**src/rtl/ahb_burst_sequencer.sv**
```systemverilog
// rtl/ahb_burst_sequencer.sv - expands one burst request into per-beat AHB master stimulus
// Generates NONSEQ/SEQ/BUSY sequencing, INCR/WRAP addressing and read-data capture for top_ahb.
module ahb_burst_sequencer #(
    parameter int BEAT_CYCLES = 2
) (
    input  logic        clk,
    input  logic        hreset,
    input  logic        req_valid,
    output logic        req_ready,
    input  logic [31:0] req_addr,
    input  logic [2:0]  req_burst,
    input  logic [2:0]  req_size,
    input  logic [4:0]  req_len,
    input  logic        req_write,
    input  logic [1:0]  req_sel,
    input  logic [31:0] wdata,
    input  logic        wdata_valid,
    output logic        wdata_ready,
    input  logic [31:0] hrdata_in,
    output logic [31:0] in_haddr,
    output logic [31:0] in_hwdata,
    output logic [1:0]  in_htrans,
    output logic [1:0]  in_hsel,
    output logic [2:0]  in_hburst,
    output logic [2:0]  in_hsize,
    output logic        in_hwrite,
    output logic        enable,
    output logic [31:0] rdata,
    output logic        rdata_valid,
    output logic        done,
    output logic        req_err
);
    localparam int CW = (BEAT_CYCLES > 1) ? $clog2(BEAT_CYCLES) : 1;
    localparam logic [CW-1:0] CYC_LAST = CW'(BEAT_CYCLES - 1);

    localparam logic [2:0] S_IDLE  = 3'd0;
    localparam logic [2:0] S_WAIT  = 3'd1;
    localparam logic [2:0] S_BEAT  = 3'd2;
    localparam logic [2:0] S_STALL = 3'd3;
    localparam logic [2:0] S_FIN   = 3'd4;

    localparam logic [1:0] HT_IDLE   = 2'b00;
    localparam logic [1:0] HT_BUSY   = 2'b01;
    localparam logic [1:0] HT_NONSEQ = 2'b10;
    localparam logic [1:0] HT_SEQ    = 2'b11;

    logic [2:0]    r_state;
    logic [31:0]   r_addr;
    logic [31:0]   r_hwdata;
    logic [2:0]    r_burst;
    logic [2:0]    r_size;
    logic          r_write;
    logic [1:0]    r_sel;
    logic [4:0]    r_nbeats;
    logic [4:0]    r_beat;
    logic [CW-1:0] r_cyc;
    logic          r_first;
    logic [31:0]   r_rdata;
    logic          r_rdata_valid;
    logic          r_req_err;

    logic        w_accept;
    logic        w_legal;
    logic [4:0]  w_len;
    logic        w_beat_end;
    logic        w_last_beat;
    logic        w_wrap;
    logic [31:0] w_step;
    logic [31:0] w_mask;
    logic [31:0] w_inc;
    logic [31:0] w_next;

    assign req_ready = (r_state == S_IDLE) || (r_state == S_FIN);
    assign w_accept  = req_valid && req_ready;
    assign w_legal   = (req_size <= 3'd2);

    always_comb begin
        w_len = 5'd16;
        case (req_burst)
            3'b000: w_len = 5'd1;
            3'b001: begin
                if (req_len == 5'd0)
                    w_len = 5'd1;
                else if (req_len > 5'd16)
                    w_len = 5'd16;
                else
                    w_len = req_len;
            end
            3'b010, 3'b011: w_len = 5'd4;
            3'b100, 3'b101: w_len = 5'd8;
            default:        w_len = 5'd16;
        endcase
    end

    assign w_beat_end  = (r_cyc == CYC_LAST);
    assign w_last_beat = (r_beat == (r_nbeats - 5'd1));
    assign w_wrap      = (r_burst == 3'b010) || (r_burst == 3'b100) || (r_burst == 3'b110);
    assign w_step      = 32'd1 << r_size;
    // Wrap boundary is beats*(1<<size); the mask selects the offset inside it.
    assign w_mask      = ({27'd0, r_nbeats} << r_size) - 32'd1;
    assign w_inc       = r_addr + w_step;
    assign w_next      = w_wrap ? ((r_addr & ~w_mask) | (w_inc & w_mask)) : w_inc;

    // Data for beat k+1 is taken in the last cycle of beat k, or while waiting/stalled.
    assign wdata_ready = wdata_valid &&
                         ((r_state == S_WAIT) || (r_state == S_STALL) ||
                          ((r_state == S_BEAT) && r_write && w_beat_end && !w_last_beat));

    always_ff @(posedge clk or posedge hreset) begin
        if (hreset) begin
            r_state       <= S_IDLE;
            r_addr        <= 32'd0;
            r_hwdata      <= 32'd0;
            r_burst       <= 3'd0;
            r_size        <= 3'd0;
            r_write       <= 1'b0;
            r_sel         <= 2'd0;
            r_nbeats      <= 5'd1;
            r_beat        <= 5'd0;
            r_cyc         <= '0;
            r_first       <= 1'b0;
            r_rdata       <= 32'd0;
            r_rdata_valid <= 1'b0;
            r_req_err     <= 1'b0;
        end else begin
            r_rdata_valid <= 1'b0;
            r_req_err     <= 1'b0;
            if (wdata_ready)
                r_hwdata <= wdata;
            case (r_state)
                S_IDLE, S_FIN: begin
                    r_state <= S_IDLE;
                    if (w_accept) begin
                        if (!w_legal) begin
                            r_req_err <= 1'b1;
                        end else begin
                            r_addr   <= req_addr & ~((32'd1 << req_size) - 32'd1);
                            r_burst  <= req_burst;
                            r_size   <= req_size;
                            r_write  <= req_write;
                            r_sel    <= req_sel;
                            r_nbeats <= w_len;
                            r_beat   <= 5'd0;
                            r_cyc    <= '0;
                            r_first  <= 1'b1;
                            r_state  <= req_write ? S_WAIT : S_BEAT;
                        end
                    end
                end
                S_WAIT: begin
                    if (wdata_valid)
                        r_state <= S_BEAT;
                end
                S_BEAT: begin
                    if (!r_write && w_beat_end) begin
                        r_rdata       <= hrdata_in;
                        r_rdata_valid <= 1'b1;
                    end
                    if (w_beat_end) begin
                        r_cyc <= '0;
                        if (w_last_beat) begin
                            r_state <= S_FIN;
                        end else begin
                            r_addr  <= w_next;
                            r_beat  <= r_beat + 5'd1;
                            r_first <= 1'b0;
                            if (r_write && !wdata_valid)
                                r_state <= S_STALL;
                        end
                    end else begin
                        r_cyc <= r_cyc + CW'(1);
                    end
                end
                S_STALL: begin
                    if (wdata_valid)
                        r_state <= S_BEAT;
                end
                default: r_state <= S_IDLE;
            endcase
        end
    end

    always_comb begin
        in_htrans = HT_IDLE;
        case (r_state)
            S_BEAT:  in_htrans = r_first ? HT_NONSEQ : HT_SEQ;
            S_STALL: in_htrans = HT_BUSY;
            default: in_htrans = HT_IDLE;
        endcase
    end

    assign enable      = (r_state == S_BEAT) || (r_state == S_STALL);
    assign done        = (r_state == S_FIN);
    assign in_haddr    = r_addr;
    assign in_hwdata   = r_hwdata;
    assign in_hsel     = r_sel;
    assign in_hburst   = r_burst;
    assign in_hsize    = r_size;
    assign in_hwrite   = r_write;
    assign rdata       = r_rdata;
    assign rdata_valid = r_rdata_valid;
    assign req_err     = r_req_err;
endmodule
```
**config.mk**
```make
export PLATFORM = sky130hd
export DESIGN_NAME = ahb_burst_sequencer
export DESIGN_NICKNAME = d
export VERILOG_FILES = /design/src/rtl/ahb_burst_sequencer.sv
export SDC_FILE = /design/constraint.sdc
export NUM_CORES = 1
export LEC_CHECK = 0
export ABC_AREA = 1
export CAP_MARGIN = 30
export CORE_ASPECT_RATIO = 0.7
export CORE_MARGIN = 8
export CORE_UTILIZATION = 55
export DETAILED_ROUTE_END_ITERATION = 10
export DONT_BUFFER_PORTS = 1
export PLACE_DENSITY = 0.78
export REMOVE_ABC_BUFFERS = 1
export SETUP_SLACK_MARGIN = 0.15
export SYNTH_ARGS = -nofsm -noshare
export SYNTH_HDL_FRONTEND = slang
export SYNTH_SLANG_ARGS = --single-unit
export TNS_END_PERCENT = 20
```
**constraint.sdc**
```tcl
create_clock -name clk -period 3 [get_ports clk]
set_input_delay 0 -clock clk [delete_from_list [all_inputs] [get_ports clk]]
set_output_delay 0 -clock clk [all_outputs]
set_load 0.01 [all_outputs]
```
==> impl_metrics.env <==
export IMPL_routedWlPerCell_um=18.8
export IMPL_worstSetupPathType="reg2out"
export IMPL_crit_chain="inv_1 -> ha_1 -> nand2_1 -> nand4_1 -> a211oi_4 -> nand2_2 -> nand2_1 -> o21ai_2 -> nand2_4 -> clkinv_8 -> buf_4"
export IMPL_synth_top_area_share_pct=41.1
export IMPL_critPathSlowestCell="sky130_fd_sc_hd__dfstp_2"
export IMPL_synth_sequential_area_ratio_pct=41.5
export IMPL_setup_violations=0
export IMPL_static_leakage_power_nw=4.86
export IMPL_critical_path_arrival_ns=2.76
export IMPL_cellInternalPower_mw=5.12
export IMPL_antenna_violations_before_repair=1
export IMPL_synth_warn=0
export IMPL_crit_fanout=33
export IMPL_maxCapViolCount=0
export IMPL_die_width_um=154
export IMPL_finalCriticalPeriod_ns=2.76
export IMPL_grt_use_total_pct=29.0
export IMPL_number_of_flops_mapped_to_enable_cells_by_yosys=0
export IMPL_area_sequential_mm2=0.00306
export IMPL_synth_cell_type_count=49
export IMPL_max_ir_drop_vdd_mv=0.606
export IMPL_worst_slew_margin_rel_pct=34.7
export IMPL_die_area_mm2=0.0174
export IMPL_worst_path_most_repeated_cell="sky130_fd_sc_hd__nand2_1"
export IMPL_drv_slew=0
export IMPL_timing_worst_slew_pin_value_ns=0.978
export IMPL_initial_drc_count=685
export IMPL_multiInputGateArea_mm2=0.00377
export IMPL_final_core_utilization_pct=71.2
export IMPL_ctsHtreeMaxLevel=4
export IMPL_grt_max_degree=60
export IMPL_clockRootBuffer="sky130_fd_sc_hd__clkbuf_16"
export IMPL_ioPinCount=227
export IMPL_gpl_final_weighted_congestion=0.981
export IMPL_avgSynthCellArea_um2=7.08
export IMPL_syn2layout_area_growth_pct=26.8
export IMPL_switching_share_pct=48.9
export IMPL_worstPathRequired_ns=3.00
export IMPL_max_freq_mhz=362
export IMPL_floorplan_die_height_um=113
export IMPL_cts_root_to_sink_buffers=2
export IMPL_rows=35
export IMPL_number_of_global_route_vias_before_repair=7580
export IMPL_cts_sink_count=122
export IMPL_pwr_density_cell_mw_per_mm2=1070
export IMPL_tritoncts="yes"
export IMPL_mostFrequentLayoutCells="sky130_fd_sc_hd__nand2_1, sky130_fd_sc_hd__dlygate4sd3_1, sky130_fd_sc_hd__dfrtp_1"
export IMPL_synth_area_leaders="sky130_fd_sc_hd__dfrtp_1, sky130_fd_sc_hd__nand2_1, sky130_fd_sc_hd__nand3_1"
export IMPL_setup_repair_after_global_routing_missed_its_margin="true"
export IMPL_run_status="finished, final reports clean"
export IMPL_netlist_instances=1039
export IMPL_hold_violations=0
export IMPL_critPathLaunchType="flop"
export IMPL_layout_cells_most_common="sky130_fd_sc_hd__nand2_1"
export IMPL_pwr_share_clk_pct=21.7
export IMPL_cpPeakStageDelay_ns=0.61
export IMPL_synth_seq_cells=122
export IMPL_syn_cell_area_mm2=0.00736
export IMPL_pwr_share_seq_pct=36.2
export IMPL_worst_hold_path_type="in2reg"
export IMPL_combPwrFrac_pct=42.0
export IMPL_wire_length_of_the_first_global_routing_pass_um=40100
export IMPL_grt_overflow_total=0
export IMPL_layout_drive_gt1_share_pct=7.65
export IMPL_drt_total_wl_um=25200
export IMPL_dr_pass1_iters=7
export IMPL_drc_violations_left=0
export IMPL_clock_skew_ns=0.0149
export IMPL_ys_async_rst_share_pct=100
export IMPL_cts_buffers_inserted=17
export IMPL_design_core_area_mm2=0.0131
export IMPL_worst_path_clk_slew_ns=0.06
export IMPL_dpl_hpwl_um=17000
export IMPL_post_drt_via_cell_ratio=5.57
export IMPL_n_fill_cell=971
export IMPL_fin_nets=1291
export IMPL_report_power_total_mw=10.0
export IMPL_start_util_pct=56.2
export IMPL_switching_power_mw=4.91
export IMPL_postSynth_topFlopCell="sky130_fd_sc_hd__dfrtp_1"
export IMPL_critical_path_endpoint_type="primary output"
export IMPL_clkLatencyLatePin_ns=0.42
export IMPL_period_share_pct=92.1
export IMPL_routed_via_count=7485
export IMPL_synth_top_cell_by_area="sky130_fd_sc_hd__dfrtp_1"
export IMPL_buffer_ports_inserted=0
export IMPL_ant_nets=0
## final timing paths
| path | start | end | slack (ns) | cells past startpoint |
|---|---|---|---|---|
| setup / recovery | r_nbeats[0]$_DFFE_PP1P_ | wdata_ready | 0.24 | 11 |
| hold / removal | req_size[0] | flop | 0.03 | 4 |
| setup reg to reg | in_hsize[2]$_DFFE_PP0P_ | flop | 0.27 | 13 |
| hold reg to reg | r_state[1]$_DFFE_PP0P_ | r_state[1]$_DFFE_PP0P_ | 0.51 | 2 |
| max in group asynchronous | hreset | r_nbeats[0]$_DFFE_PP1P_ | 1.94 | 3 |
| min in group asynchronous | hreset | in_hwdata[23]$_DFFE_PP0P_ | 0.17 | 2 |
## cells by family after synthesis
group           synth area share, %
flops                          41.5
compound gates                 6.38
buf+inv                        7.52
simple gates                   38.1
fa+ha+maj                      2.48
xor+xnor                       4.05
## area by class of cell
class / instances / share of cell area [%]
multi-input combinational: 795 / 40.4
sequential: 122 / 32.8
timing repair buffer: 134 / 14.0
clock buffer: 18 / 4.60
inverter: 93 / 3.96
tap: 166 / 2.23
clock inverter: 14 / 1.99
antenna: 1 / 0.0268
## cells in the mapped netlist, types with 7 or more instances
| cell | count |
|---|---|
| sky130_fd_sc_hd__nand2_1 | 470 |
| sky130_fd_sc_hd__dfrtp_1 | 121 |
| sky130_fd_sc_hd__inv_1 | 85 |
| sky130_fd_sc_hd__nand3_1 | 83 |
| sky130_fd_sc_hd__nor2_1 | 62 |
| sky130_fd_sc_hd__o21ai_0 | 28 |
| sky130_fd_sc_hd__xor2_1 | 23 |
| sky130_fd_sc_hd__a21oi_1 | 16 |
| sky130_fd_sc_hd__nor3_1 | 14 |
| sky130_fd_sc_hd__ha_1 | 13 |
| sky130_fd_sc_hd__clkbuf_1 | 11 |
| sky130_fd_sc_hd__xnor2_1 | 11 |
| sky130_fd_sc_hd__nand4_1 | 10 |
| sky130_fd_sc_hd__buf_6 | 9 |
| sky130_fd_sc_hd__buf_2 | 7 |
| sky130_fd_sc_hd__nand2_2 | 7 |
## through the flow
stage          setup slack [ns]  hold WS (ns)  area [µm²]  instances  TNS [ns]
2_1_floorplan             -1.02         0.110        7160       1009    -64.85
5_1_grt                  0.0974        0.0354        9330       1343         0
6_report                  0.236        0.0255        9330       1343         0
4_1_cts                  0.0911       0.00135        9290       1340         0
3_5_place_dp             0.0979        0.0347        7480       1188         0
3_3_place_gp              0.199        0.0337        7480       1188         0
## repair_timing
action,CTS,global route
hold buffers,120,0
setup buffers,0,1
pin swaps,0,1
cloned,0,1
endpoints found under the setup margin,7,23
hold endpoints to repair,170,0
gates resized for setup,1,7
## routing by layer
metal	wire length [µm]	track usage, %	vias to the layer above
met5	0	0	-
met3	3000	11.7	68
met1	9710	34.3	3496
met4	664	9.43	0
met2	11800	47.4	406
li1	-	-	3515
## critical path, delay by kind of cell, from the launching register on
kind	cells	cell delay [ns]
and+or+nand+nor	5	0.58
AOI/OAI and AO/OA	2	0.42
DFF	1	0.61
buffers and inverters	3	0.43
adders and majority gates	1	0.31
## power groups by stage
stage	clock [mW]	combinational, mW	sequential [mW]
after CTS	2.20	4.04	3.58
after detailed placement	0	3.86	3.58
after global placement	0	3.75	3.59
final	2.18	4.21	3.63
after floorplan	0	2.99	3.24
after global routing	2.27	4.71	3.73
Note: power is estimated with default switching activity, not from simulation.
